==> src/rtl/rf_wb_arbiter.sv <==
// Writeback arbiter for the register file's single write port.
// ALU and LSU share the port in round-robin order. A pending-write scoreboard feeds hazard checks in issue.
module rf_wb_arbiter #(
    parameter int NREQ_W = 5,
    parameter int DATA_W = 32
) (
    input  logic                       clk,
    input  logic                       rst,
    input  logic                       alu_valid,
    output logic                       alu_ready,
    input  logic [NREQ_W-1:0]          alu_rd,
    input  logic [DATA_W-1:0]          alu_data,
    input  logic                       lsu_valid,
    output logic                       lsu_ready,
    input  logic [NREQ_W-1:0]          lsu_rd,
    input  logic [DATA_W-1:0]          lsu_data,
    output logic                       rf_wren,
    output logic [NREQ_W-1:0]          rf_rd_addr,
    output logic [DATA_W-1:0]          rf_wr_data,
    input  logic                       busy_set,
    input  logic [NREQ_W-1:0]          busy_set_addr,
    output logic [(1<<NREQ_W)-1:0]     busy_vec,
    output logic                       busy_err
);

    localparam int NREG = 1 << NREQ_W;

    logic              prefer_alu;
    logic              grant_alu;
    logic              grant_lsu;
    logic              xfer;
    logic [NREQ_W-1:0] sel_rd;
    logic [DATA_W-1:0] sel_data;

    // The output register never stalls, so a grant is always a transfer.
    always_comb begin
        grant_alu = rst && alu_valid && (!lsu_valid || prefer_alu);
        grant_lsu = rst && lsu_valid && (!alu_valid || !prefer_alu);
        xfer      = grant_alu || grant_lsu;
        sel_rd    = grant_lsu ? lsu_rd   : alu_rd;
        sel_data  = grant_lsu ? lsu_data : alu_data;
    end

    assign alu_ready = grant_alu;
    assign lsu_ready = grant_lsu;

    always_ff @(posedge clk) begin
        if (!rst) begin
            prefer_alu <= 1'b1;
        end else if (grant_alu) begin
            prefer_alu <= 1'b0;
        end else if (grant_lsu) begin
            prefer_alu <= 1'b1;
        end
    end

    // Writes to x0 occupy the slot but never assert the write strobe.
    always_ff @(posedge clk) begin
        if (!rst) begin
            rf_wren    <= 1'b1;
            rf_rd_addr <= '0;
            rf_wr_data <= '0;
        end else if (xfer) begin
            rf_wren    <= (sel_rd == '0);
            rf_rd_addr <= sel_rd;
            rf_wr_data <= sel_data;
        end else begin
            rf_wren    <= 1'b1;
        end
    end

    logic [NREG-1:0] clr_mask;
    logic [NREG-1:0] set_mask;
    logic [NREG-1:0] busy_nxt;
    logic            set_hit;

    // A set landing on the register being committed this cycle wins and is not an error.
    always_comb begin
        clr_mask = '0;
        set_mask = '0;
        if (!rf_wren) clr_mask[rf_rd_addr] = 1'b1;
        if (busy_set && (busy_set_addr != '0)) set_mask[busy_set_addr] = 1'b1;
        set_hit  = |(set_mask & busy_vec & ~clr_mask);
        busy_nxt = (busy_vec & ~clr_mask) | set_mask;
        busy_nxt[0] = 1'b0;
    end

    always_ff @(posedge clk) begin
        if (!rst) begin
            busy_vec <= '0;
            busy_err <= 1'b0;
        end else begin
            busy_vec <= busy_nxt;
            if (set_hit) busy_err <= 1'b1;
        end
    end

endmodule

==> config.mk <==
export PLATFORM = sky130hd
export DESIGN_NAME = rf_wb_arbiter
export DESIGN_NICKNAME = d
export VERILOG_FILES = /design/src/rtl/rf_wb_arbiter.sv
export SDC_FILE = /design/constraint.sdc
export NUM_CORES = 1
export LEC_CHECK = 0
export CORE_ASPECT_RATIO = 1.25
export CORE_MARGIN = 3
export CORE_UTILIZATION = 46
export DETAILED_ROUTE_END_ITERATION = 6
export MAX_ROUTING_LAYER = met4
export PLACE_DENSITY = 0.94
export SLEW_MARGIN = 5
export SYNTH_ARGS = -nofsm -noshare
export SYNTH_HDL_FRONTEND = slang
export SYNTH_SLANG_ARGS = --single-unit
==> constraint.sdc <==
create_clock -name clk -period 5.8 [get_ports clk]
set_input_delay 0.87 -clock clk [delete_from_list [all_inputs] [get_ports clk]]
set_output_delay 0.87 -clock clk [all_outputs]
set_load 0.02 [all_outputs]
==> qor.yml, run 1 <==
status: "completed"
die_area_sq_um: 9000
hp-class: "reg -> reg"
clockRootBuffer: "clkbuf_8"
io_pins: 157
p_total_w: 0.00128
cp_cell_sequence: "clkdlybuf4s50_1 -> buf_4 -> nand2_1 -> inv_1 -> clkdlybuf4s50_1"
cp-start-kind: "input pin"
cpMostUsedCell: "clkdlybuf4s50_1"
yosys_warnings: 0
path_buf_inv: 4
slowest_stage: "clkdlybuf4s50_1"
worstSetupPathType: "in -> out"
syn_nets: 548
num_antenna_cells: 0
slew_headroom_pct: 42.3
synth_ff_type: "dfxtp_1"
die_h_um: 105
fp-row-count: 35
leakagePower_nw: 1.84
grt_pass1_vias: 4050
ys_async_sr_fraction_pct: 0
clkSinkCount: 71
stdcell_area_sq_um: 5400
synth-seq-cells: 71
wl_per_cell_um: 18.3
grt_pass1_wl_um: 19700
max_stage_delay_ps: 640
first_pass_iters: 5
ys_types: 41
cts_made_buffers: 9
core_sq_um: 7530
die_w_um: 85.4
grt_max_degree: 76
drt_wl_total_um: 12600
fin_crit_ps: 3570
clk-insertion-delay-late_ps: 360
synth-seq-area-share_pct: 39.2
finClkSkew_ps: 13.3
vias: 4220
dp.cells: 673
arrival_ps: 2700
nets: 676
cts_buffer_depth: 2
vias_per_cell: 6.12
post-route-period-util_pct: 61.5
finalWeightedCongestion: 1.00
worst_pin_slew_ps: 863
port_buffers: 155
dpl.hpwl_um: 9180
clkTransAtPathRegs_ps: 70
utilization_pct: 71.6
max_clock_freq_mhz: 280
htreeDepth: 3
critical_path.top_delay_family: "buffers and inverters"
synth_edf_count: 0
grt_usage_pct: 28.1
grt_overflow: 0
cp.required_ps: 4930
cts_hold_buf: 0
setup_viol_count_final: 0
fin_tns_setup_ps: 0
vdd_ir_drop_max_uv: 198
rsz0062_at_grt: "false"
postRouteAntennaNets: 0
antenna_found_initial: 0
maxCapViolCount: 0
powerDensity_nw_per_um2: 237
postCtsSetupRepairBufs: 0
end_kind: "output port"
slew_violations: 0
final_cells: 689
syn-cell-area_sq_um: 3630
cts_tree: "yes"
placed_area_sq_um: 5160
initialDrtViolationCount: 350
drc: 0
areaGrowthSynthToFinish_pct: 48.7
hold_viol: 0
worstPathMaxFanout: 31
ctsResizeCount: 0
initial_core_util_pct: 48.2
drive_gt1_share_pct: 5.36
synthCells: 464
syn_area_per_cell_sq_um: 7.82
## cell families (layout without fill, tap and decap cells)
| group | after synthesis | after routing | synth area share [%] |
|---|---|---|---|
| AND/OR/NAND/NOR | 226 | 226 | 30.8 |
| AO/OA/AOI/OAI | 109 | 109 | 23.4 |
| flip-flops | 71 | 71 | 39.2 |
| buffers and inverters | 57 | 190 | 6.55 |
| other | 1 | 1 | 0.103 |
## placed cells by master, fill, tap and decap left out, types with 2 or more instances in the layout
cell and instances:
and2_1 2, clkbuf_1 3, nand4b_1 3, nand4bb_1 2, a22oi_1 16, inv_1 13, o21a_1 3, a21oi_1 24
nand2_1 58, nor2_1 81, clkbuf_8 10, dfxtp_1 71, nand2b_1 5, a211oi_1 5, and4bb_2 3, a41oi_1 2
a311oi_1 37, nor3_1 3, a21boi_1 3, nor4b_4 3, buf_4 5, nand4_1 13, a2111oi_1 2, clkdlybuf4s50_1 155
nor2b_1 4, nand3_1 42, bufinv_16 3, a2111oi_0 10
## final timing paths
kind / from / endpoint / slack [ps] / cells after the start
max: alu_valid / alu_ready / 2230 / 5
min: rf_wr_data[4]$_SDFFE_PN0N_ / rf_wr_data[4]$_SDFFE_PN0N_ / 490 / 2
max reg2reg: rf_rd_addr[4]$_SDFFE_PN0N_ / busy_err$_SDFFE_PN0P_ / 3410 / 5
min reg2reg: rf_wr_data[4]$_SDFFE_PN0N_ / rf_wr_data[4]$_SDFFE_PN0N_ / 490 / 2
## final cells by class
| class | count | area (sq um) |
|---|---|---|
| Fill cell | 578 | 2140 |
| Multi-Input combinational cell | 336 | 1980 |
| Timing Repair Buffer | 160 | 1590 |
| Sequential cell | 71 | 1420 |
| Clock buffer | 13 | 149 |
| Tap cell | 92 | 115 |
| Clock inverter | 3 | 90.1 |
| Inverter | 14 | 52.6 |
## power breakdown
part	leakage (nW)	switching [W]	internal, W
clock network	0.118	0.000192	0.000298
registers	0.580	0.0000226	0.000512
logic	1.14	0.000130	0.000122
total	1.84	0.000345	0.000933
## sequential cells by signal, summed over array words and instances (netlist names)
| signal | cells |
|---|---|
| rf_wr_data | 32 |
| busy_vec | 31 |
| rf_rd_addr | 5 |
| busy_err | 1 |
| prefer_alu | 1 |
| rf_wren | 1 |
## synth_stat cells (10+ instances only)
cell | instances | area share, %
nand3_1 | 43 | 5.9
nor2_1 | 81 | 8.4
a22oi_1 | 16 | 3.3
clkbuf_1 | 32 | 3.3
nand4_1 | 13 | 2.2
dfxtp_1 | 71 | 39
inv_1 | 14 | 1.4
a311oi_1 | 37 | 8.9
a2111oi_0 | 10 | 2.4
nand2_1 | 58 | 6.0
a21oi_1 | 25 | 3.4
## worst reg2reg max path, delay by kind of cell, from the launching register on
| family | cells | cell delay, ps |
|---|---|---|
| AO/OA/AOI/OAI | 3 | 980 |
| flip-flops | 1 | 440 |
| AND/OR/NAND/NOR | 2 | 860 |
## metrics by stage
stage / worst slack (ps) / hold WS, ps
after floorplan: 3130 / 466
after global placement: 2260 / 467
after detailed placement: 2230 / 473
after CTS: 2240 / 489
after global routing: 2110 / 513
final: 2230 / 485
## metal layers
metal	vias up	global-route usage, %	share of wire, %
met2	274	45.4	50
li1	1948	-	-
met1	1965	32.1	37
met5	-	-	0
met4	0	12.8	3.0
met3	33	7.66	10
No activity file was read; power rests on OpenSTA's default activity.
==> run 2, diff against run 1 <==
--- a/config.mk
+++ b/config.mk
@@ -7,10 +7,10 @@
 export LEC_CHECK = 0
 export CORE_ASPECT_RATIO = 1.25
 export CORE_MARGIN = 3
-export CORE_UTILIZATION = 46
+export CORE_UTILIZATION = 38
 export DETAILED_ROUTE_END_ITERATION = 6
 export MAX_ROUTING_LAYER = met4
-export PLACE_DENSITY = 0.94
+export PLACE_DENSITY = 0.84
 export SLEW_MARGIN = 5
 export SYNTH_ARGS = -nofsm -noshare
 export SYNTH_HDL_FRONTEND = slang
==> constraint.sdc (replaced) <==
create_clock -name clk -period 2.95 [get_ports clk]
set_input_delay 0.4425 -clock clk [delete_from_list [all_inputs] [get_ports clk]]
set_output_delay 0.4425 -clock clk [all_outputs]
set_load 0.02 [all_outputs]
==> qor.yml, run 2 (synthesized netlist as in run 1, its figures left out) <==
critical_path.top_delay_family: "buffers and inverters"
num-fill-cells: 777
max_stage_delay_ps: 620
cts_buffer_depth: 2
cts_made_buffers: 9
grt_pass1_vias: 4098
die_area_sq_um: 10800
die_h_um: 115
status: "completed"
multi_input_area_sq_um: 1990
maxCapViolCount: 0
worstSetupPathType: "in -> out"
drt_wl_total_um: 12800
htreeDepth: 3
grt_usage_pct: 24.1
first_pass_iters: 5
fp-row-count: 39
areaGrowthSynthToFinish_pct: 54.8
path_buf_inv: 4
final_cell_mix: "clkdlybuf4s50_1 (155), nor2_1 (81), dfxtp_1 (71)"
worstPathMaxFanout: 2
fin_crit_ps: 2380
leakagePower_nw: 1.93
largest_register_ffs: 32
core_sq_um: 9220
io_pins: 157
use_met1_pct: 26.6
vias: 4215
slew_headroom_pct: 53.3
vias_per_cell: 5.78
slew_violations: 0
cp_cell_sequence: "clkdlybuf4s50_1 -> inv_2 -> a21oi_4 -> nand2_1 -> inv_1 -> clkdlybuf4s50_1"
nets: 685
cp.required_ps: 2510
worst_pin_slew_ps: 701
cts_hold_buf: 0
postCtsSetupRepairBufs: 0
max_clock_freq_mhz: 420
vdd_ir_drop_max_uv: 314
finClkSkew_ps: 5.34
top_regs: "rf_wr_data: 32 flops, busy_vec: 31 flops, rf_rd_addr: 5 flops"
hp-class: "reg -> reg"
end_kind: "output port"
layout_commonest_cell: "clkdlybuf4s50_1"
num_antenna_cells: 0
port_buffers: 155
post-route-period-util_pct: 80.8
drc: 0
clockRootBuffer: "clkbuf_16"
setup_viol_count_final: 0
fin_tns_setup_ps: 0
met2_usage_pct: 40.8
die_w_um: 93.4
postRouteAntennaNets: 0
grt_overflow: 0
hold_viol: 0
initialDrtViolationCount: 264
wl_per_cell_um: 17.6
seq_area_sq_um: 1420
drive_gt1_share_pct: 7.26
ctsResizeCount: 0
grt_max_degree: 76
cts_tree: "yes"
powerDensity_nw_per_um2: 500
cpMostUsedCell: "clkdlybuf4s50_1"
grt_pass1_wl_um: 19800
clk-insertion-delay-late_ps: 330
antenna_found_initial: 0
placed_area_sq_um: 5270
gr-usage-met3_pct: 6.02
clkTransAtPathRegs_ps: 60
slowest_stage: "clkdlybuf4s50_1"
arrival_ps: 1940
stdcell_area_sq_um: 5620
clkSinkCount: 71
finalWeightedCongestion: 0.901
top_usage_layer: "met2"
dpl.hpwl_um: 9410
initial_core_util_pct: 39.3
rsz0062_at_grt: "false"
cp-start-kind: "input pin"
hold_slack_ps: 482
regMostFlops: "rf_wr_data"
[run 2: final timing paths]
kind | from | end | slack [ps] | cells after the start
worst max-delay path | rst | alu_ready | 570 | 6
worst min-delay path | rf_wr_data[13]$_SDFFE_PN0N_ | rf_wr_data[13]$_SDFFE_PN0N_ | 480 | 2
worst max register to register | rf_rd_addr[1]$_SDFFE_PN0N_ | busy_err$_SDFFE_PN0P_ | 670 | 5
worst min register to register | rf_wr_data[13]$_SDFFE_PN0N_ | rf_wr_data[13]$_SDFFE_PN0N_ | 480 | 2
[run 2: worst min-delay path, cell delays in order (launching register included)]
cell	delay (ps)
dfxtp_1	310
nand2_1	50
a311oi_1	80
[run 2: area by class of cell]
cell class,instances,share of cell area [%]
Timing Repair Buffer,169,29.5
Clock inverter,6,1.92
Clock buffer,10,4.25
Inverter,14,0.936
Tap cell,123,2.74
Multi-Input combinational cell,336,35.4
Sequential cell,71,25.3
[run 2: power breakdown]
part | total, W | switching, W | internal [W]
combinational | 0.000508 | 0.000257 | 0.000250
clock | 0.00125 | 0.000401 | 0.000845
sequential | 0.00105 | 0.0000435 | 0.00101
total | 0.00281 | 0.000702 | 0.00210
[run 2: metal layers]
| layer | wire [um] | share of wire [%] | vias to the layer above |
|---|---|---|---|
| met5 | 0 | 0 | - |
| met4 | 411 | 3.2 | 0 |
| met3 | 1210 | 9.5 | 36 |
| met2 | 6420 | 50 | 251 |
| met1 | 4770 | 37 | 1962 |
| li1 | - | - | 1966 |
[run 2: metrics by stage]
| stage | util, % | setup WS [ps] | cells | power [W] |
|---|---|---|---|---|
| finish | 60.9 | 566 | 729 | 0.00281 |
| global route | 60.9 | 498 | 729 | 0.00290 |
| CTS | 60.9 | 561 | 729 | 0.00283 |
| detailed placement | 57.1 | 488 | 713 | 0.00158 |
| global placement | 57.1 | 511 | 713 | 0.00157 |
| floorplan | - | 956 | 464 | 0.00130 |
==> run 3, diff against run 2 <==
--- a/config.mk
+++ b/config.mk
@@ -7,10 +7,10 @@
 export LEC_CHECK = 0
 export CORE_ASPECT_RATIO = 1.25
 export CORE_MARGIN = 3
-export CORE_UTILIZATION = 38
+export CORE_UTILIZATION = 43
 export DETAILED_ROUTE_END_ITERATION = 6
 export MAX_ROUTING_LAYER = met4
-export PLACE_DENSITY = 0.84
+export PLACE_DENSITY = 0.89
 export SLEW_MARGIN = 5
 export SYNTH_ARGS = -nofsm -noshare
 export SYNTH_HDL_FRONTEND = slang
==> constraint.sdc (replaced) <==
create_clock -name clk -period 2.5 [get_ports clk]
set_input_delay 0.375 -clock clk [delete_from_list [all_inputs] [get_ports clk]]
set_output_delay 0.375 -clock clk [all_outputs]
set_load 0.02 [all_outputs]
==> qor.yml, run 3 (synthesized netlist as in run 1, its figures left out) <==
worst_pin_slew_ps: 794
cts_buffer_depth: 2
fp-row-count: 36
drt_wl_total_um: 13300
drc: 0
hp-class: "reg -> reg"
fin_tns_setup_ps: 0
sequentialPowerShare_pct: 43.2
dp.cells: 696
antenna_found_initial: 0
p_clk_share_pct: 35.4
num_antenna_cells: 0
leakagePower_nw: 1.93
r2r_start: "rf_rd_addr[2]$_SDFFE_PN0N_"
grt_usage_pct: 28.7
setup_viol_count_final: 0
clkTransAtPathRegs_ps: 80
regMostFlops: "rf_wr_data"
clockRootBuffer: "clkbuf_8"
largest_register_ffs: 32
internal_power_w: 0.00205
final_cells: 712
wl_per_cell_um: 18.7
stdcell_area_sq_um: 5530
die_w_um: 88.2
postRouteAntennaNets: 0
critical_path.startpoint: "rst"
nets: 696
vias: 4282
placed_area_sq_um: 5320
vias_per_cell: 6.01
cts_tree: "yes"
cp_cell_sequence: "clkdlybuf4s50_1 -> inv_2 -> a21oi_4 -> nand2_1 -> inv_1 -> clkdlybuf4s50_1"
cts_made_buffers: 9
multi_input_area_sq_um: 1990
port_buffers: 155
initial_core_util_pct: 45.3
io_pins: 157
min-delay-start: "rf_wr_data[12]$_SDFFE_PN0N_"
grt_pass1_vias: 4220
slew_headroom_pct: 45.7
path_buf_inv: 4
cp.required_ps: 2120
clkSinkCount: 71
max_stage_delay_ps: 590
die_h_um: 109
initialDrtViolationCount: 266
areaGrowthSynthToFinish_pct: 52.4
final_cell_mix: "clkdlybuf4s50_1 (155), nor2_1 (81), dfxtp_1 (70)"
post-route-period-util_pct: 91.0
end_kind: "output port"
top_regs: "rf_wr_data: 32 flops, busy_vec: 31 flops, rf_rd_addr: 5 flops"
slew_violations: 0
core_sq_um: 8020
worstSetupPathType: "in -> out"
p_sw_w: 0.000823
die_area_sq_um: 9580
hold_slack_ps: 487
num-fill-cells: 647
critical_path.top_delay_family: "buffers and inverters"
finClkSkew_ps: 7.31
utilization_pct: 69.0
vdd_ir_drop_max_uv: 344
seq_area_sq_um: 1420
hold_viol: 0
p_comb_share_pct: 21.5
max_clock_freq_mhz: 439
maxCapViolCount: 0
dpl.hpwl_um: 9860
arrival_ps: 1900
p_sw_share_pct: 28.7
powerDensity_nw_per_um2: 519
finalWeightedCongestion: 0.966
grt_max_degree: 76
clk-insertion-delay-late_ps: 360
drive_gt1_share_pct: 9.08
layout_commonest_cell: "clkdlybuf4s50_1"
worstPathMaxFanout: 2
rsz0062_at_grt: "false"
cp-start-kind: "input pin"
grt_pass1_wl_um: 20800
slowest_stage: "clkdlybuf4s50_1"
htreeDepth: 3
grt_overflow: 0
status: "completed"
postCtsSetupRepairBufs: 0
cpMostUsedCell: "clkdlybuf4s50_1"
fin_crit_ps: 2280
first_pass_iters: 5
[run 3: changes by cell type in the layout (fill, tap and decap cells not counted)]
cell | before | now
buf_4 | 14 | 25
bufinv_16 | 3 | 2
clkbuf_16 | 9 | 0
clkbuf_8 | 1 | 9
clkinv_2 | 2 | 4
dfxtp_1 | 71 | 70
dfxtp_2 | 0 | 1
[run 3: area by class of cell]
class / instances / share of cell area [%]
multi-input cells: 336 / 35.9
repair buffers: 180 / 31.4
flip-flops and latches: 71 / 25.7
clock buffers: 9 / 2.24
well taps: 95 / 2.15
clock inverters: 7 / 1.58
inverters: 14 / 0.950
[run 3: metrics by stage]
step	total power [W]	setup WS (ps)
6_report	0.00287	224
5_1_grt	0.00297	143
4_1_cts	0.00287	150
3_5_place_dp	0.00187	26.1
3_3_place_gp	0.00186	76.3
2_1_floorplan	0.00154	506
[run 3: worst paths after layout]
check / cells past startpoint / slack (ps) / endpoint
worst max-delay path: 6 / 220 / alu_ready
worst min-delay path: 2 / 490 / rf_wr_data[12]$_SDFFE_PN0N_
worst max register to register: 5 / 240 / busy_err$_SDFFE_PN0P_
worst min register to register: 2 / 490 / rf_wr_data[12]$_SDFFE_PN0N_
[run 3: layer usage]
layer | global-route usage, % | wire length [um] | vias up
met5 | - | 0 | -
li1 | - | - | 1983
met2 | 46.1 | 6480 | 253
met4 | 13.2 | 528 | 0
met3 | 6.20 | 1070 | 45
met1 | 34.0 | 5230 | 2001
[run 3: worst reg2reg max path, stage by stage (launching register included)]
cell	delay, ps
dfxtp_1	590
and4bb_2	420
a211oi_1	110
a2111oi_0	530
nand4_1	180
o41a_1	320
[run 3: what timing repair did]
item / CTS / global route
resized for setup: 0 / 1
setup endpoints to repair: 0 / 1
hold buffers: 0 / 0
[run 3: power by group through the flow]
stage                     Sequential [W]  Combinational, W  Clock, W
final                            0.00124          0.000616   0.00102
after detailed placement         0.00126          0.000610         0
after global placement           0.00126          0.000601         0
after floorplan                  0.00132          0.000218         0
after global routing             0.00125          0.000657   0.00107
after CTS                        0.00124          0.000614   0.00102
